--- src/rtl/credit_manager.sv ---
// credit_manager: debounces the raw coin key, converts coins into credits and
// grants or refuses game-start requests by spending one credit. The credit
// count saturates at MAX_CREDITS so it always fits the single display digit.
module credit_manager #(
    parameter int DEBOUNCE_CYCLES  = 500000,
    parameter int COINS_PER_CREDIT = 2,
    parameter int MAX_CREDITS      = 9
) (
    input  logic       clk,
    input  logic       reset,
    input  logic       coinKey,
    input  logic       startReq,
    output logic [3:0] credits,
    output logic [1:0] coinCount,
    output logic       creditAdded,
    output logic       coinReject,
    output logic       startAck,
    output logic       startDeny
);

    localparam int                CNT_W      = $clog2(DEBOUNCE_CYCLES + 1);
    localparam logic [CNT_W-1:0]  CNT_ONE    = CNT_W'(1);
    localparam logic [CNT_W-1:0]  CNT_DONE   = CNT_W'(DEBOUNCE_CYCLES);
    localparam logic [3:0]        CREDIT_MAX = 4'(MAX_CREDITS);
    localparam logic [1:0]        COIN_LAST  = 2'(COINS_PER_CREDIT - 1);

    typedef enum logic [1:0] {
        IDLE,
        PRESS_WAIT,
        PRESSED,
        RELEASE_WAIT
    } db_state_t;

    logic             coin_meta;
    logic             coin_s;
    db_state_t        state;
    db_state_t        state_next;
    logic [CNT_W-1:0] cnt;
    logic [CNT_W-1:0] cnt_next;
    logic             coin_evt;
    logic             start_q;

    logic             start_edge;
    logic             at_max;
    logic             inc;
    logic             grant;
    logic             deny;
    logic             reject;
    logic [1:0]       coin_count_next;
    logic [3:0]       credits_next;

    // Two-flop synchronizer: the coin key is asynchronous to clk.
    always_ff @(posedge clk) begin
        // NOTE: state is updated with non-blocking assignments so every flop
        // samples pre-edge values and the two stages really form a chain.
        if (reset) begin
            coin_meta <= 1'b0;
            coin_s    <= 1'b0;
        end else begin
            coin_meta <= coinKey;
            coin_s    <= coin_meta;
        end
    end

    // Debounce state register and stability counter.
    always_ff @(posedge clk) begin
        if (reset) begin
            state <= IDLE;
            cnt   <= '0;
        end else begin
            state <= state_next;
            cnt   <= cnt_next;
        end
    end

    // Debounce next-state: a level must hold for DEBOUNCE_CYCLES samples to count.
    always_comb begin
        // NOTE: defaults first so every path assigns every output and no latch forms.
        state_next = state;
        cnt_next   = cnt;
        unique case (state)
            IDLE: begin
                if (coin_s) begin
                    state_next = PRESS_WAIT;
                    cnt_next   = CNT_ONE;
                end
            end
            PRESS_WAIT: begin
                if (!coin_s)              state_next = IDLE;
                else if (cnt == CNT_DONE) state_next = PRESSED;
                else                      cnt_next   = cnt + CNT_ONE;
            end
            PRESSED: begin
                if (!coin_s) begin
                    state_next = RELEASE_WAIT;
                    cnt_next   = CNT_ONE;
                end
            end
            RELEASE_WAIT: begin
                if (coin_s)               state_next = PRESSED;
                else if (cnt == CNT_DONE) state_next = IDLE;
                else                      cnt_next   = cnt + CNT_ONE;
            end
            default: begin
                state_next = IDLE;
                cnt_next   = '0;
            end
        endcase
    end

    // Debounce output: one coin event on the cycle the press is confirmed.
    always_comb begin
        coin_evt = (state == PRESS_WAIT) && coin_s && (cnt == CNT_DONE);
    end

    // Coin accumulation and start arbitration; inc and dec resolve together.
    always_comb begin
        start_edge      = startReq & ~start_q;
        at_max          = (credits == CREDIT_MAX);
        reject          = coin_evt & at_max;
        inc             = coin_evt & ~at_max & (coinCount == COIN_LAST);
        grant           = start_edge & ((credits != 4'd0) | inc);
        deny            = start_edge & (credits == 4'd0) & ~inc;
        coin_count_next = coinCount;
        if (coin_evt && !at_max) begin
            coin_count_next = inc ? 2'd0 : coinCount + 2'd1;
        end
        unique case ({inc, grant})
            2'b10:   credits_next = credits + 4'd1;
            2'b01:   credits_next = credits - 4'd1;
            default: credits_next = credits;
        endcase
    end

    // Registered credit state, start edge flop and one-cycle event pulses.
    always_ff @(posedge clk) begin
        if (reset) begin
            start_q     <= 1'b0;
            credits     <= 4'd0;
            coinCount   <= 2'd0;
            creditAdded <= 1'b0;
            coinReject  <= 1'b0;
            startAck    <= 1'b0;
            startDeny   <= 1'b0;
        end else begin
            start_q     <= startReq;
            credits     <= credits_next;
            coinCount   <= coin_count_next;
            creditAdded <= inc;
            coinReject  <= reject;
            startAck    <= grant;
            startDeny   <= deny;
        end
    end

endmodule
--- config.mk ---
export PLATFORM = sky130hd
export DESIGN_NAME = credit_manager
export DESIGN_NICKNAME = d
export VERILOG_FILES = /design/src/rtl/credit_manager.sv
export SDC_FILE = /design/constraint.sdc
export NUM_CORES = 1
export LEC_CHECK = 0
export ABC_AREA = 1
export BUFFER_PORTS_ARGS = -buffer_cell sky130_fd_sc_hd__buf_2
export CAP_MARGIN = 10
export CELL_PAD_IN_SITES_DETAIL_PLACEMENT = 1
export CELL_PAD_IN_SITES_GLOBAL_PLACEMENT = 1
export CORE_MARGIN = 8
export CORE_UTILIZATION = 30
export CTS_BUF_LIST = sky130_fd_sc_hd__clkbuf_8
export DETAILED_ROUTE_END_ITERATION = 10
export PLACE_DENSITY_LB_ADDON = 0.1
export SYNTH_ARGS = -nofsm -noshare
export SYNTH_HDL_FRONTEND = slang
export SYNTH_SLANG_ARGS = --single-unit
--- constraint.sdc ---
create_clock -name clk -period 3.2 [get_ports clk]
set_input_delay 0.64 -clock clk [delete_from_list [all_inputs] [get_ports clk]]
set_output_delay 0.64 -clock clk [all_outputs]
set_load 0.01 [all_outputs]
# == Word-level counts from Yosys, hierarchy flattened ==
# Cells that the tools add are included.
# word_totals
n_memories,0
out_inout_bits,10
latchBits,0
mem_bits_rw,0
in_bits,4
reg_bits,34
rom_bits,0
# classes
eq_ne,14
n_reduce_logical,10
div_mod_pow,0
mul,0
bitwise,11
n_mux,15
shift,0
n_lt_le_gt_ge,0
n_addsub,4
# ops
operator,n
2-to-1 mux 19 bit,5
one-hot mux 19 bit (4 select lines),1
"adder 19 x 1 -> 19 bit, second input constant",1
"equality test 19 bit, second input constant",1
2-to-1 mux 2 bit,7
"!= test 2 bit, second input constant",4
one-hot mux 2 bit (4 select lines),1
one-hot mux 4 bit (2 select lines),1
AND reduction 4 bit,2
AND 1 bit,7
"equality test 2 x 1 -> 1 bit, second input constant",3
"equality test 2 bit, second input constant",3
"!= test 3 bit, second input constant",2
"adder 4 x 1 -> 4 bit, second input constant",1
"equality test 4 bit, second input constant",1
logical NOT 4 bit,1
nonzero test 4 bit,1
"subtractor 4 x 1 -> 4 bit, second input constant",1
logical AND 1 bit,3
inverter 1 bit,3
"adder 2 x 1 -> 2 bit, second input constant",1
logical NOT 2 bit,1
nonzero test 2 bit,1
logical NOT 1 bit,1
bitwise OR 1 bit,1

# == Longest topological paths before layout ==
# Gate-level depths: netlist (run 1).
# logic_depth
ltp_word,9
depth_mapped,16

# == Worst setup path after synthesis (run 1) ==
# OpenSTA, ideal clock, no wires.
# synth_timing
path_type,register -> register
from,register cnt[0]
to,register credits[2]
synth_period_minus_slack_ns,2.310
arrival_ns,2.195
required_time_ns,3.085
stages_incl_launch_ff,16
setup_time_ns,0.115
setup_slack_ns,0.890
path_cell_list,dfxtp_1 inv_1 ha_1 nand3_1 nor2_1 nand2_1 inv_1 nand4_1 a21oi_1 ha_1 xor2_1 ha_1 a21oi_1 xnor2_1 o21ai_0 inv_1
# synth_between
elab_chain_cells,8
elab_cells_between_ends,10
classes_between,eq/ne: 3; mux: 1; bitwise: 4; reduce/logical: 2
# synth_rtl
element,line_no,source
from (decl),38,logic [CNT_W-1:0] cnt;
from (signal assigned),72,cnt <= cnt_next;
equality test 19 bit (*),113,coin_evt = (state == PRESS_WAIT) && coin_s && (cnt == CNT_DONE);
logical AND 1 bit (*),113,
AND 1 bit (*) (2 in a row),121,inc = coin_evt & ~at_max & (coinCount == COIN_LAST);
bitwise OR 1 bit (*),122,grant = start_edge & ((credits != 4'd0) | inc);
AND 1 bit (*),122,
net grant,46,logic grant;
equality test 2 x 1 -> 1 bit or equality test 2 bit (tied branches),128,"unique case ({inc, grant})"
one-hot mux 4 bit (2 select lines) or nonzero test 2 bit (tied branches),--,
to (signal assigned),147,credits <= credits_next;
to (decl),13,"output logic [3:0] credits,"
# Mark *: on every way through the listed nets, which the timed path passes. The rest lies on a longest branch.
# A chain may end at the register's enable or synchronous reset.

# == Worst setup path after layout (run 1) ==
# Same ends and word-level chain as after synthesis.

==> flow_summary.toml, run 1 <==
[status]
status = "finished, final reports clean"

[power]
internal_power_uw = 691.0
power_switching_uw = 305.0
sw_frac_of_total_pct = 30.63
peakVddDrop_mv = 0.2094
cellPowerDensity_nw_per_um2 = 474.1
clock_power_share_pct = 33.5
total_power_uw = 996.0
seqPwrFrac_pct = 47.5
p_comb_share_pct = 19.0
p_leak_nw = 0.8654

[synth]
avgSynthCellArea_um2 = 6.673
synth_top_cell_by_area = "dfxtp_1"
yosys_register_bits = 34
syn_area_um2 = 1902
synth_area_leaders = "dfxtp_1, nand2_1, inv_1, nor2_1, a21oi_1"
synthCells = 285
yosys.area.top_type_share_pct = 35.79
synth_warnings = 0
synth_cell_type_count = 27
ys_seq_area_share_pct = 35.79
synth_fp_nets = 295

[timing]
hold_violations = 0
slew_viol_final = 0
setup_viol = 0
slew_headroom_pct = 66.30
max_freq_mhz = 385.7
worst_pin_slew_ns = 0.5009
tns_ns = 0
finClkSkew_ns = 0.007623
fin_crit_ns = 2.593
rsz0062_at_grt = "no"
finalCritPeriodShare_pct = 81.03

[worst_setup_path]
crit_required_ns = 3.38
end_kind = "register"
arrival_ns = 2.77
worstSetupStartpointType = "register"
path_class = "reg -> reg"
critPathMaxFanout = 3

[layout]
fin_nets = 309
n_fill_cell = 828
diodes = 0
drive_gt1_share_pct = 11.67
area_delta_synth_final_pct = 10.46

[route]
drcViolationCount = 0
drt_iter0_drc = 69
wl_um = 4869
ant_nets = 0
viasPerCell = 4.721
wl_per_cell_um = 12.92
firstDrtPassIters = 4
vias = 1780

[run]
maxCapViolCount = 0

[place]
place_congestion = 0.7694
io_buffer_count = 13
hpwl_um = 3621

[global_routing]
grt_pass1_wl_um = 8328
track_usage_pct = 11.65
first_global_vias = 1660
grt.overflow.total = 0
antenna_found_initial = 0
grt_max_degree = 20

[floorplan]
core_area_um2 = 6241
die_width_um = 95.62
start_util_pct = 30.47
rows = 29
die_h_um = 95.62
io_pins = 14
die_area_um2 = 9143

[clocking]
clk_latency_ns = 0.29
post_cts_buffers = 0
cts_buffers = 5
cts.clk_slew.worst_paths_ns = 0.07
cts_tree = "done"
cts_buffer_depth = 2
h-tree-depth = 2
cts_resized = 0
root_buffer = "clkbuf_8"
clock_sinks = 34
holdBufCountCts = 0

[min_path]
hold_class = "reg -> reg"
[worst max-delay path: stages, from the launching register on]
cell     delay (ns)
dfxtp_1        0.33
inv_1          0.09
ha_1           0.15
nand3_1        0.10
nor2_1         0.18
nand2_1        0.12
inv_1          0.08
nand4_1        0.12
a21oi_1        0.22
ha_1           0.26
xor2_1         0.25
ha_1           0.19
a21oi_1        0.05
xnor2_1        0.13
o21ai_0        0.16
inv_1          0.05
[final cells by class]
class | instances | area [µm²] | area share [%]
timing repair buffer | 13 | 65.06 | 3.097
clock inverter | 2 | 8.758 | 0.4169
tap | 77 | 96.34 | 4.586
inverter | 39 | 146.4 | 6.968
clock buffer | 6 | 82.58 | 3.931
multi-input combinational | 206 | 1021 | 48.60
sequential | 34 | 680.7 | 32.40
[cells in the mapped netlist]
library cell,number
o21ai_2,3
inv_1,38
nand4_1,7
nand3_2,1
nand3b_1,2
buf_12,1
o21bai_1,1
nor3_1,4
a21oi_1,21
nand2_1,74
a21o_1,1
nand3_1,21
inv_2,1
nand2_4,1
a21oi_2,5
buf_6,2
nor2_2,2
nor4_1,1
o21ai_0,11
dfxtp_1,34
ha_1,6
xor2_1,4
xnor2_1,1
nor2_1,38
clkbuf_1,2
buf_1,1
nand2_2,2
[cells by family after synthesis]
family,share of synthesized area (%)
and+or+nand+nor,34.54
buffers and inverters,10.53
AOI/OAI and AO/OA,12.89
DFF,35.79
adders and majority gates,3.947
xor gates and xnor gates,2.303
[final timing paths]
path	from	to	slack (ns)	cells after the start
max reg2reg	cnt[0]	credits[2]	0.61	15
min reg2reg	coin_meta	coin_s	0.41	2
min	coin_meta	coin_s	0.41	2
max	cnt[0]	credits[2]	0.61	15
[layout by cell type, fill, tap and decap left out, types with 2 or more instances in the layout]
cell type and count:
nor2_2 2, nor2_1 38, nand2_1 74, nand4_1 7, inv_1 39, o21ai_0 11
nor3_1 4, ha_1 6, xor2_1 4, buf_2 13, dfxtp_1 34, o21ai_2 3
a21oi_1 21, a21oi_2 5, nand3_1 21, nand3b_1 2, nand2_2 2, clkbuf_8 6
[routing by layer]
layer	vias to the layer above	global-route usage (%)	share of wire, %
met2	9	16.69	42
met5	-	0	0
met3	8	2.362	1.9
li1	936	-	-
met4	0	4.225	1.5
met1	827	16.64	54
[state kept, by name (all words and copies together) (netlist names), named ones only]
signal,cells
coinCount,2
coin_meta,1
coin_s,1
creditAdded,1
start_q,1
credits,4
startDeny,1
startAck,1
cnt,19
state,1
coinReject,1
[metrics by stage]
stage	cells	worst slack, ns	utilization [%]	instance area, µm²	hold WS, ns
global route	377	0.2942	33.66	2101	0.4444
finish	377	0.6070	33.66	2101	0.4102
detailed placement	369	0.6257	32.20	2009	0.4069
floorplan	285	0.8899	-	1902	0.3883
global placement	369	0.7149	32.20	2009	0.3903
CTS	377	0.5977	33.66	2101	0.4172
[power by group through the flow]
| stage | registers, mW | clock network (mW) | logic [mW] |
|---|---|---|---|
| final | 0.473 | 0.334 | 0.189 |
| after global routing | 0.477 | 0.361 | 0.215 |
| after CTS | 0.474 | 0.351 | 0.193 |
| after detailed placement | 0.484 | 0 | 0.192 |
| after global placement | 0.483 | 0 | 0.194 |
| after floorplan | 0.489 | 0 | 0.128 |
No activity file was read; power rests on OpenSTA's default activity.
==> run 2, diff against run 1 <==
--- a/config.mk
+++ b/config.mk
@@ -5,7 +5,7 @@
 export SDC_FILE = /design/constraint.sdc
 export NUM_CORES = 1
 export LEC_CHECK = 0
-export ABC_AREA = 1
+export ABC_AREA = 0
 export BUFFER_PORTS_ARGS = -buffer_cell sky130_fd_sc_hd__buf_2
 export CAP_MARGIN = 10
 export CELL_PAD_IN_SITES_DETAIL_PLACEMENT = 1
==> constraint.sdc (replaced) <==
create_clock -name clk -period 2.45 [get_ports clk]
set_input_delay 0.49 -clock clk [delete_from_list [all_inputs] [get_ports clk]]
set_output_delay 0.49 -clock clk [all_outputs]
set_load 0.01 [all_outputs]
==> flow_summary.toml, run 2 <==
[floorplan]
start_util_pct = 30.91
die_h_um = 93.87
die_area_um2 = 8812
io_pins = 14
rows = 28
die_width_um = 93.87
core_area_um2 = 5886

[route]
drt_iter0_drc = 39
vias = 1699
topRoutingLayerUsed = "met4"
wl_per_cell_um = 15.53
met3_length_um = 175
drcViolationCount = 0
viasPerCell = 5.148
ant_nets = 0
wl_met2_um = 2581
wirelength_met1_um = 2307
wl_um = 5126
firstDrtPassIters = 4

[clocking]
root_buffer = "clkbuf_8"
clock_sinks = 34
cts.clk_slew.worst_paths_ns = 0.08
cts_buffers = 5
h-tree-depth = 2
holdBufCountCts = 0
cts_tree = "done"
clk_latency_ns = 0.29
cts_buffer_depth = 2

[timing]
slew_viol_final = 0
finalCritPeriodShare_pct = 113.2
fin_crit_ns = 2.774
setup_slack_ns = -0.3236
worst_pin_slew_ns = 0.5183
rsz0062_at_grt = "yes"
hold_violations = 0
setup_viol = 3
max_freq_mhz = 360.5
slew_headroom_pct = 65.19
finClkSkew_ns = 0.006732

[place]
dpl.cell_count = 319
io_buffer_count = 13
place_congestion = 0.8191
hpwl_um = 3847

[synth]
synth_common_cells = "dfxtp_1, nand2_1, nor2_1"
ys_async_sr_fraction_pct = 0
synth-compound-area-share_pct = 15.75
avgSynthCellArea_um2 = 8.918
synth_simple_gate_area_share_pct = 29.30
synthMuxAreaShare_pct = 4.402
yosysMostFrequentCell = "dfxtp_1"
synthAdderAreaFrac_pct = 4.127
yosys_register_bits = 34
synth_top_flop_cell = "dfxtp_1"
synth_top_cell_by_area = "dfxtp_1"
synth_warnings = 0
syn_area_um2 = 1819
yosys.area.top_type_share_pct = 37.41
synthCells = 204
synth_top_family_by_area = "simple AND/OR/NAND/NOR gates"
synthXorXnorAreaFrac_pct = 4.333
synth_area_leaders = "dfxtp_1, ha_1, nand2_1, a21oi_1, nor2_1"
ys_seq_area_share_pct = 37.41
synth_edf_count = 0
synth_cell_type_count = 51
synth_fp_nets = 214

[layout]
diodes = 0
area_delta_synth_final_pct = 33.43
stdcell_count = 330
layout_common_cells = "buf_4, dfxtp_1, nand2_1"
n_fill_cell = 717
final_util_pct = 41.24
layout_commonest_cell = "buf_4"
fin_nets = 264
largest_reg_flops = 19
drive_gt1_share_pct = 34.12
reg_top3 = "cnt: 19 flops, credits: 4 flops, coinCount: 2 flops"
regMostFlops = "cnt"

[global_routing]
grt_pass1_wl_um = 8742
antenna_found_initial = 0
track_usage_pct = 12.36
first_global_vias = 1829
grt_max_degree = 25
grt.overflow.total = 0

[min_path]
hold_class = "in -> reg"

[worst_setup_path]
end_kind = "register"
path_class = "reg -> reg"
crit_chain = "nand4bb_4, nor4b_4, and3_4, a31oi_4, nor3b_2, ha_2, xor2_1, ha_2, a21oi_2, xor2_1, or3_1, a21oi_2"
critPathMaxFanout = 3
arrival_ns = 2.99
worstSetupStartpointType = "register"
slowest_stage = "dfxtp_2"
crit_required_ns = 2.67
cpPeakStageDelay_ns = 0.33

[power]
peakVddDrop_mv = 0.2436
p_leak_nw = 0.9392
cellPowerDensity_nw_per_um2 = 466.7

[run]
maxCapViolCount = 0

[status]
status = "finished with violations"
failed_checks = "negative setup slack"
-- run 2: cell count changes in the layout (fill, tap and decap cells not counted), sizes merged, moves of 12 or more --
cell	delta
nor2	-24
buf	+38
nand2	-60
inv	-31
nand3	-12
a21oi	-13
-- run 2: cell type report --
class | count | area, µm² | area share (%)
Clock buffer | 5 | 68.82 | 2.835
Clock inverter | 3 | 45.04 | 1.856
Inverter | 9 | 33.78 | 1.392
Multi-Input combinational cell | 153 | 1151 | 47.42
Sequential cell | 34 | 684.4 | 28.20
Tap cell | 75 | 93.84 | 3.866
Timing Repair Buffer | 51 | 350.3 | 14.43
-- run 2: repair_timing --
| item | CTS | global route |
|---|---|---|
| pin swaps | 7 | 4 |
| setup endpoints to repair | 3 | 4 |
| buffers inserted | 1 | 2 |
| gates resized for setup | 7 | 5 |
-- run 2: layer usage --
metal,up-vias,global-route usage [%]
li1,842,-
met1,827,14.33
met3,9,3.437
met2,21,21.41
met5,-,0
met4,0,3.831
-- run 2: per-stage QoR --
step / setup WS, ns / setup TNS [ns] / cell area (µm²) / hold WS [ns] / power (mW)
floorplan: -0.3365 / -0.5764 / 1867 / 0.4138 / 0.5970
global placement: -0.2237 / -0.4308 / 2235 / 0.4246 / 0.6110
detailed placement: -0.3301 / -0.6431 / 2235 / 0.4299 / 0.6121
CTS: -0.3096 / -0.6190 / 2381 / 0.4030 / 1.152
global route: -0.4745 / -1.214 / 2427 / 0.4121 / 1.182
finish: -0.3236 / -0.6130 / 2427 / 0.4050 / 1.133
-- run 2: worst paths after layout --
path              slack [ns]  cells past startpoint       from         end
hold / removal          0.40                      2    coinKey   coin_meta
setup reg to reg       -0.32                     12     cnt[7]  credits[2]
hold reg to reg         0.46                      1  coin_meta      coin_s
setup / recovery       -0.32                     12     cnt[7]  credits[2]
-- run 2: critical path, delay by kind of cell, from the launching register on --
family,cells,cell delay (ns)
and+or+nand+nor,5,1.39
adders and majority gates,2,0.42
xor gates and xnor gates,2,0.30
DFF,1,0.33
AOI/OAI and AO/OA,3,0.27
-- run 2: logic make-up after synthesis --
logic type	after synthesis
and+or+nand+nor	88
xor gates and xnor gates	9
adders and majority gates	6
DFF	34
AOI/OAI and AO/OA	43
buffers and inverters	17
muxes	7
-- run 2: report_power, final --
group          leakage (nW)  total (mW)  internal [mW]  switching (mW)
clock                0.0504       0.534          0.303           0.231
combinational         0.612      0.0384         0.0137          0.0248
sequential            0.276       0.560          0.557         0.00362
total                 0.939        1.13          0.873           0.259
